### src/rtl/dmem_bridge_pkg.sv
// Shared types and constants for the data-memory bridge between the core and a word RAM.
// Optional alignment checking is enabled with the DMEM_BRIDGE_ALIGN_CHECK_EN macro.
package dmem_bridge_pkg;

    typedef enum logic [1:0] {
        ST_IDLE     = 2'd0,
        ST_ISSUE    = 2'd1,
        ST_WAIT_ACK = 2'd2,
        ST_DONE     = 2'd3
    } state_e;

    localparam logic [31:0] TIMEOUT_RDATA  = 32'hDEAD_BEEF;
    localparam logic [31:0] MISALIGN_RDATA = 32'h0000_0000;
    localparam int          TIMER_W        = 8;

    function automatic logic is_word_aligned(input logic [1:0] byte_off);
        return (byte_off == 2'b00);
    endfunction

endpackage

### src/rtl/dmem_bridge_if.sv
// Core-side request/response and RAM-side signals of the data-memory bridge.
// The bridge takes the slave view; the core/RAM environment takes the master view.
interface dmem_bridge_if #(
    parameter int DEPTH_WORDS = 64
);
    localparam int AW = $clog2(DEPTH_WORDS);

    logic          req_valid;
    logic          req_we;
    logic [31:0]   req_addr;
    logic [31:0]   req_wdata;
    logic          stall;
    logic [31:0]   rdata;
    logic          rdata_valid;
    logic          err;
    logic          mem_en;
    logic          mem_we;
    logic [AW-1:0] mem_addr;
    logic [31:0]   mem_wdata;
    logic [31:0]   mem_rdata;
    logic          mem_ack;

    modport master (
        output req_valid, req_we, req_addr, req_wdata, mem_rdata, mem_ack,
        input  stall, rdata, rdata_valid, err, mem_en, mem_we, mem_addr, mem_wdata
    );

    modport slave (
        input  req_valid, req_we, req_addr, req_wdata, mem_rdata, mem_ack,
        output stall, rdata, rdata_valid, err, mem_en, mem_we, mem_addr, mem_wdata
    );

endinterface

### src/rtl/dmem_bridge_ack_timer.sv
// Cycle counter bounding how long the bridge waits for a RAM acknowledge.
// expired flags the cycle in which the incremented count reaches limit.
module ack_timer
    import dmem_bridge_pkg::*;
(
    input  logic               clk,
    input  logic               reset,
    input  logic               clear,
    input  logic               enable,
    input  logic [TIMER_W-1:0] limit,
    output logic               expired
);

    logic [TIMER_W-1:0] count_r;
    logic [TIMER_W-1:0] count_next_s;

    // Next count and expiry for the current waiting cycle
    always_comb begin
        count_next_s = count_r + 8'd1;
        expired      = enable && (count_next_s == limit);
    end

    // Count register: cleared on entry to the wait, stepped each wait cycle
    always_ff @(posedge clk) begin
        if (reset) begin
            count_r <= {TIMER_W{1'b0}};
        end else if (clear) begin
            count_r <= {TIMER_W{1'b0}};
        end else if (enable) begin
            count_r <= count_next_s;
        end else begin
            count_r <= count_r;
        end
    end

endmodule

### src/rtl/dmem_bridge.sv
// Load/store bridge: captures one core request, runs one RAM access and stalls the core until DONE.
// Define DMEM_BRIDGE_ALIGN_CHECK_EN to reject misaligned addresses without touching the RAM.
module dmem_bridge
    import dmem_bridge_pkg::*;
#(
    parameter int DEPTH_WORDS    = 64,
    parameter int TIMEOUT_CYCLES = 15
) (
    input  logic         clk,
    input  logic         reset,
    dmem_bridge_if.slave bus
);

    localparam int                 AW            = $clog2(DEPTH_WORDS);
    localparam logic [TIMER_W-1:0] TIMEOUT_LIMIT = TIMER_W'(TIMEOUT_CYCLES);

    state_e        state_r;
    state_e        state_s;
    logic          cap_we_r;
    logic [AW-1:0] cap_addr_r;
    logic [31:0]   cap_wdata_r;
    logic [31:0]   rdata_r;
    logic          rdata_valid_r;
    logic          err_r;
    logic          mem_en_r;
    logic          mem_we_r;

    logic          capture_s;
    logic          ack_done_s;
    logic          timeout_s;
    logic          misalign_s;
    logic          timer_clear_s;
    logic          timer_en_s;
    logic          timer_expired_s;
    logic          unused_addr_s;

    // Only the word-index bits reach the RAM; the rest wrap away
    assign unused_addr_s = ^{bus.req_addr[31:AW+2], bus.req_addr[1:0]};

    ack_timer u_ack_timer (
        .clk     (clk),
        .reset   (reset),
        .clear   (timer_clear_s),
        .enable  (timer_en_s),
        .limit   (TIMEOUT_LIMIT),
        .expired (timer_expired_s)
    );

    // Next-state and per-cycle control decode
    always_comb begin
        state_s       = state_r;
        capture_s     = 1'b0;
        ack_done_s    = 1'b0;
        timeout_s     = 1'b0;
        misalign_s    = 1'b0;
        timer_clear_s = 1'b0;
        timer_en_s    = 1'b0;
        case (state_r)
            ST_IDLE: begin
                if (bus.req_valid) begin
                    capture_s = 1'b1;
`ifdef DMEM_BRIDGE_ALIGN_CHECK_EN
                    if (!is_word_aligned(bus.req_addr[1:0])) begin
                        misalign_s = 1'b1;
                        state_s    = ST_DONE;
                    end else begin
                        state_s    = ST_ISSUE;
                    end
`else
                    state_s = ST_ISSUE;
`endif
                end else begin
                    state_s = ST_IDLE;
                end
            end
            ST_ISSUE: begin
                if (bus.mem_ack) begin
                    ack_done_s = 1'b1;
                    state_s    = ST_DONE;
                end else begin
                    timer_clear_s = 1'b1;
                    state_s       = ST_WAIT_ACK;
                end
            end
            ST_WAIT_ACK: begin
                timer_en_s = 1'b1;
                // An acknowledge in the expiry cycle still counts as a normal completion
                if (bus.mem_ack) begin
                    ack_done_s = 1'b1;
                    state_s    = ST_DONE;
                end else if (timer_expired_s) begin
                    timeout_s = 1'b1;
                    state_s   = ST_DONE;
                end else begin
                    state_s = ST_WAIT_ACK;
                end
            end
            ST_DONE: begin
                state_s = ST_IDLE;
            end
            default: begin
                state_s = ST_IDLE;
            end
        endcase
    end

    // State, captured request and registered outputs
    always_ff @(posedge clk) begin
        if (reset) begin
            state_r       <= ST_IDLE;
            cap_we_r      <= 1'b0;
            cap_addr_r    <= {AW{1'b0}};
            cap_wdata_r   <= 32'h0000_0000;
            rdata_r       <= 32'h0000_0000;
            rdata_valid_r <= 1'b0;
            err_r         <= 1'b0;
            mem_en_r      <= 1'b0;
            mem_we_r      <= 1'b0;
        end else begin
            state_r <= state_s;
            if (capture_s) begin
                cap_we_r    <= bus.req_we;
                cap_addr_r  <= bus.req_addr[AW+1:2];
                cap_wdata_r <= bus.req_wdata;
            end
            mem_en_r      <= (state_s == ST_ISSUE);
            mem_we_r      <= (state_s == ST_ISSUE) && bus.req_we;
            rdata_valid_r <= (state_s == ST_DONE);
            err_r         <= (state_s == ST_DONE) && (timeout_s || misalign_s);
            if (ack_done_s && !cap_we_r) begin
                rdata_r <= bus.mem_rdata;
            end else if (timeout_s) begin
                rdata_r <= TIMEOUT_RDATA;
            end else if (misalign_s) begin
                rdata_r <= MISALIGN_RDATA;
            end
        end
    end

    assign bus.stall       = bus.req_valid && (state_r != ST_DONE);
    assign bus.rdata       = rdata_r;
    assign bus.rdata_valid = rdata_valid_r;
    assign bus.err         = err_r;
    assign bus.mem_en      = mem_en_r;
    assign bus.mem_we      = mem_we_r;
    assign bus.mem_addr    = cap_addr_r;
    assign bus.mem_wdata   = cap_wdata_r;

endmodule

### src/flat_wrapper.sv
// flat-port wrapper written by rule: the top's interface ports become plain ports
module dmem_bridge_flat import dmem_bridge_pkg::*;
#(
    parameter int DEPTH_WORDS    = 64,
    parameter int TIMEOUT_CYCLES = 15
)
  (clk, reset, bus_req_valid, bus_req_we, bus_req_addr, bus_req_wdata, bus_mem_rdata, bus_mem_ack, bus_stall, bus_rdata, bus_rdata_valid, bus_err, bus_mem_en, bus_mem_we, bus_mem_addr, bus_mem_wdata);
  dmem_bridge_if #(.DEPTH_WORDS(DEPTH_WORDS)) bus_i ();
  input  logic clk;
  input  logic reset;
  input wire logic [$bits(bus_i.req_valid)-1:0] bus_req_valid;
  input wire logic [$bits(bus_i.req_we)-1:0] bus_req_we;
  input wire logic [$bits(bus_i.req_addr)-1:0] bus_req_addr;
  input wire logic [$bits(bus_i.req_wdata)-1:0] bus_req_wdata;
  input wire logic [$bits(bus_i.mem_rdata)-1:0] bus_mem_rdata;
  input wire logic [$bits(bus_i.mem_ack)-1:0] bus_mem_ack;
  output wire logic [$bits(bus_i.stall)-1:0] bus_stall;
  output wire logic [$bits(bus_i.rdata)-1:0] bus_rdata;
  output wire logic [$bits(bus_i.rdata_valid)-1:0] bus_rdata_valid;
  output wire logic [$bits(bus_i.err)-1:0] bus_err;
  output wire logic [$bits(bus_i.mem_en)-1:0] bus_mem_en;
  output wire logic [$bits(bus_i.mem_we)-1:0] bus_mem_we;
  output wire logic [$bits(bus_i.mem_addr)-1:0] bus_mem_addr;
  output wire logic [$bits(bus_i.mem_wdata)-1:0] bus_mem_wdata;
  assign bus_i.req_valid = bus_req_valid;
  assign bus_i.req_we = bus_req_we;
  assign bus_i.req_addr = bus_req_addr;
  assign bus_i.req_wdata = bus_req_wdata;
  assign bus_i.mem_rdata = bus_mem_rdata;
  assign bus_i.mem_ack = bus_mem_ack;
  assign bus_stall = bus_i.stall;
  assign bus_rdata = bus_i.rdata;
  assign bus_rdata_valid = bus_i.rdata_valid;
  assign bus_err = bus_i.err;
  assign bus_mem_en = bus_i.mem_en;
  assign bus_mem_we = bus_i.mem_we;
  assign bus_mem_addr = bus_i.mem_addr;
  assign bus_mem_wdata = bus_i.mem_wdata;
  dmem_bridge #(.DEPTH_WORDS(DEPTH_WORDS), .TIMEOUT_CYCLES(TIMEOUT_CYCLES)) u_core (.clk(clk), .reset(reset), .bus(bus_i));
endmodule
### config.mk
export PLATFORM = sky130hd
export DESIGN_NAME = dmem_bridge_flat
export DESIGN_NICKNAME = d
export VERILOG_FILES = /design/src/rtl/dmem_bridge_pkg.sv /design/src/rtl/dmem_bridge_if.sv /design/src/rtl/dmem_bridge_ack_timer.sv /design/src/rtl/dmem_bridge.sv /design/src/flat_wrapper.sv
export SDC_FILE = /design/constraint.sdc
export NUM_CORES = 1
export LEC_CHECK = 0
export CORE_ASPECT_RATIO = 0.8
export CORE_MARGIN = 2
export CORE_UTILIZATION = 41
export CTS_BUF_LIST = sky130_fd_sc_hd__clkbuf_2 sky130_fd_sc_hd__clkbuf_4 sky130_fd_sc_hd__clkbuf_8
export CTS_CLUSTER_SIZE = 14
export DETAILED_ROUTE_END_ITERATION = 6
export PLACE_DENSITY = 0.83
export SLEW_MARGIN = 40
export SYNTH_ARGS = -nofsm -noshare
export SYNTH_HDL_FRONTEND = slang
export SYNTH_SLANG_ARGS = --single-unit
### constraint.sdc
create_clock -name clk -period 2.49 [get_ports clk]
set_input_delay 0.498 -clock clk [delete_from_list [all_inputs] [get_ports clk]]
set_output_delay 0.498 -clock clk [all_outputs]
set_load 0.02 [all_outputs]
==> impl_metrics.ini <==
[cts]
post_cts_resize_count = 0
h-tree-depth = 3
cts_buffer_depth = 2
cts.clk_slew.worst_paths_ns = 0.07
cts_root_buf = sky130_fd_sc_hd__clkbuf_8
tritoncts_clock_tree = done
cts-hold-fix-buffers = 0
inserted_clock_buffers = 9
cts.sink_count = 85
clk_latency_worst_skew_pair_ns = 0.34
postCtsSetupRepairBufs = 0

[synthesis]
synth_enable_flop_cells = 0
synth_area_sq_um = 3390
synthArstFlopShare = 0
syn_area_per_cell_sq_um = 8.81
synthesis.instances = 385
yosysSeqAreaShare = 0.502
synth_nets = 493
synth.ff_latch_count = 85
synthesis.yosys.warnings = 0
netlist-cell-type-count = 37
yosys_most_used_dff = sky130_fd_sc_hd__dfxtp_1

[placed_design]
placed_cell_area_sq_um = 4950
dpl.hpwl_microns = 6310
gp_congestion = 0.760
preCtsSetupSlack_ns = 0.128
placement.io_buffers = 149

[pwr]
p_total_mw = 4.45
leakage_nw = 1.88
power.density_nw_per_um2 = 861
vdd.ir_drop.worst_mv = 0.398

[sta]
worstMarginPinSlew_ns = 0.748
final.setup.tns_ns = 0
timing.final.crit_share = 0.910
worst_clock_skew_ns = 0.00993
rsz_0062_raised_after_global_routing = false
min_period_ns = 2.27
timing.hold.ws_ns = 0.453
fin_ws_ns = 0.223
maxSlewViolCount = 0
setup_viol_count_final = 0
max_freq_mhz = 441
finalHoldViolCount = 0
relSlewSlack = 0.501

[worst_setup_path]
r2r_setup_slack_ns = 0.41
worst_ep_arrival_time_ns = 1.77
required_ns = 1.99
maximum_fanout_count_along_the_critical_path = 3
startpoint_type = input port
timing.critical_path.to_type = primary output
timing.setup.critical_path_class = input port to primary output

[layout]
post-route-cell-area_sq_um = 5170
most_frequent_cells_in_the_layout = 148 x sky130_fd_sc_hd__clkdlybuf4s50_1, 85 x sky130_fd_sc_hd__dfxtp_1, 84 x sky130_fd_sc_hd__nand2_1, 58 x sky130_fd_sc_hd__nor2_1, 42 x sky130_fd_sc_hd__a21oi_1
mostFrequentLayoutCell = sky130_fd_sc_hd__clkdlybuf4s50_1
antenna_cells = 0
ratio_of_cells_with_drive_above_1_in_the_final_layout = 0.0979
num-fill-cells = 659
layout.nets = 634
area.growth.synth_to_final_pct = 52.4

[routing]
post_drt_wl_per_cell_microns = 13.6
drcViolationCount = 0
vias = 3069
drt_iter0_drc = 92
postRouteAntennaNets = 0
avgViaCountPerCell = 4.80
drt_wl_total_microns = 8700
first_pass_iteration_count_of_the_detailed_router = 7

[floorplan]
placeableCoreArea_sq_um = 7980
design.die.area_sq_um = 9020
top_level_ports = 176
placementRows = 29
dieWidth_microns = 106
chipHeight_microns = 85.4
initial_core_util = 0.425

[global_route]
vias_in_the_first_global_route = 2892
first_pass_grt_wire_length_microns = 13900
global_route.overflow_total = 0
grt_overall_usage = 0.192
antenna_found_initial = 0
maximum_number_of_pins_on_one_net_before_global_route_repair = 39

[flow_run]
timing.max_cap.violations = 0

[min_path]
hp-class = register to register

[outcome]
outcome = completed
==> report_power, final <==
| group | switching (mW) | total, mW | internal, mW | leakage (nW) |
|---|---|---|---|---|
| combinational | 0.885 | 1.68 | 0.792 | 1.08 |
| clock | 0.489 | 1.04 | 0.550 | 0.105 |
| sequential | 0.135 | 1.74 | 1.60 | 0.695 |
| total | 1.51 | 4.45 | 2.94 | 1.88 |
==> synth_stat cells, drive strengths merged (4+ instances only) <==
cell type	instances	area share
nand4	4	0.0074
ha	7	0.026
buf	9	0.024
a211oi	25	0.085
xor2	5	0.015
mux2i	8	0.024
nor2	59	0.065
clkbuf	18	0.020
inv	5	0.0055
dfxtp	85	0.50
a21oi	42	0.062
nand2	84	0.093
nor3	9	0.013
==> layout make-up <==
cell class              instances  area, sq um  share of cell area
clock buffers                  12          165              0.0319
clock inverters                 4         53.8              0.0104
well taps                     108          135              0.0261
multi-input cells             268         1520               0.295
inverters                       5         18.8             0.00363
flip-flops and latches         85         1700               0.329
repair buffers                157         1570               0.304
==> kinds of logic after synthesis <==
family | after synthesis | share of synthesized area
mux | 8 | 0.0236
xor+xnor | 7 | 0.0203
flops | 85 | 0.502
compound gates | 73 | 0.160
buf+inv | 32 | 0.0498
fa+ha+maj | 7 | 0.0258
simple gates | 173 | 0.219
==> worst max-delay path: stages <==
cell                              delay (ns)
sky130_fd_sc_hd__clkdlybuf4s50_1        0.49
sky130_fd_sc_hd__inv_1                  0.06
sky130_fd_sc_hd__nor2_1                 0.10
sky130_fd_sc_hd__clkdlybuf4s50_1        0.62
==> registers in the layout, indices dropped and copies added (netlist names), 2 cells and up <==
| register | count |
|---|---|
| u_core.bus.mem_wdata | 32 |
| u_core.bus.mem_addr | 6 |
| u_core.u_ack_timer.count_r | 8 |
| u_core.bus.rdata | 32 |
| u_core.state_r | 2 |
==> layer usage <==
layer  routed length [microns]  GRT usage
met1                      3950      0.248
met2                      4080      0.309
met3                       555     0.0622
met4                       113     0.0598
met5                         0          0
==> path summary, 6_finish.rpt <==
check | start | to | cells past startpoint
max | bus_req_valid | bus_stall | 4
min | u_core.bus.mem_wdata[26] | u_core.bus.mem_wdata[26] | 2
max reg2reg | u_core.state_r[0] | u_core.bus.rdata[6] | 6
min reg2reg | u_core.bus.mem_wdata[26] | u_core.bus.mem_wdata[26] | 2
==> through the flow <==
stage / cells / util
6_report: 639 / 0.648
5_1_grt: 639 / 0.648
4_1_cts: 639 / 0.648
3_5_place_dp: 623 / 0.620
3_3_place_gp: 623 / 0.620
2_1_floorplan: 385 / -
(Power assumes the default switching activity.)
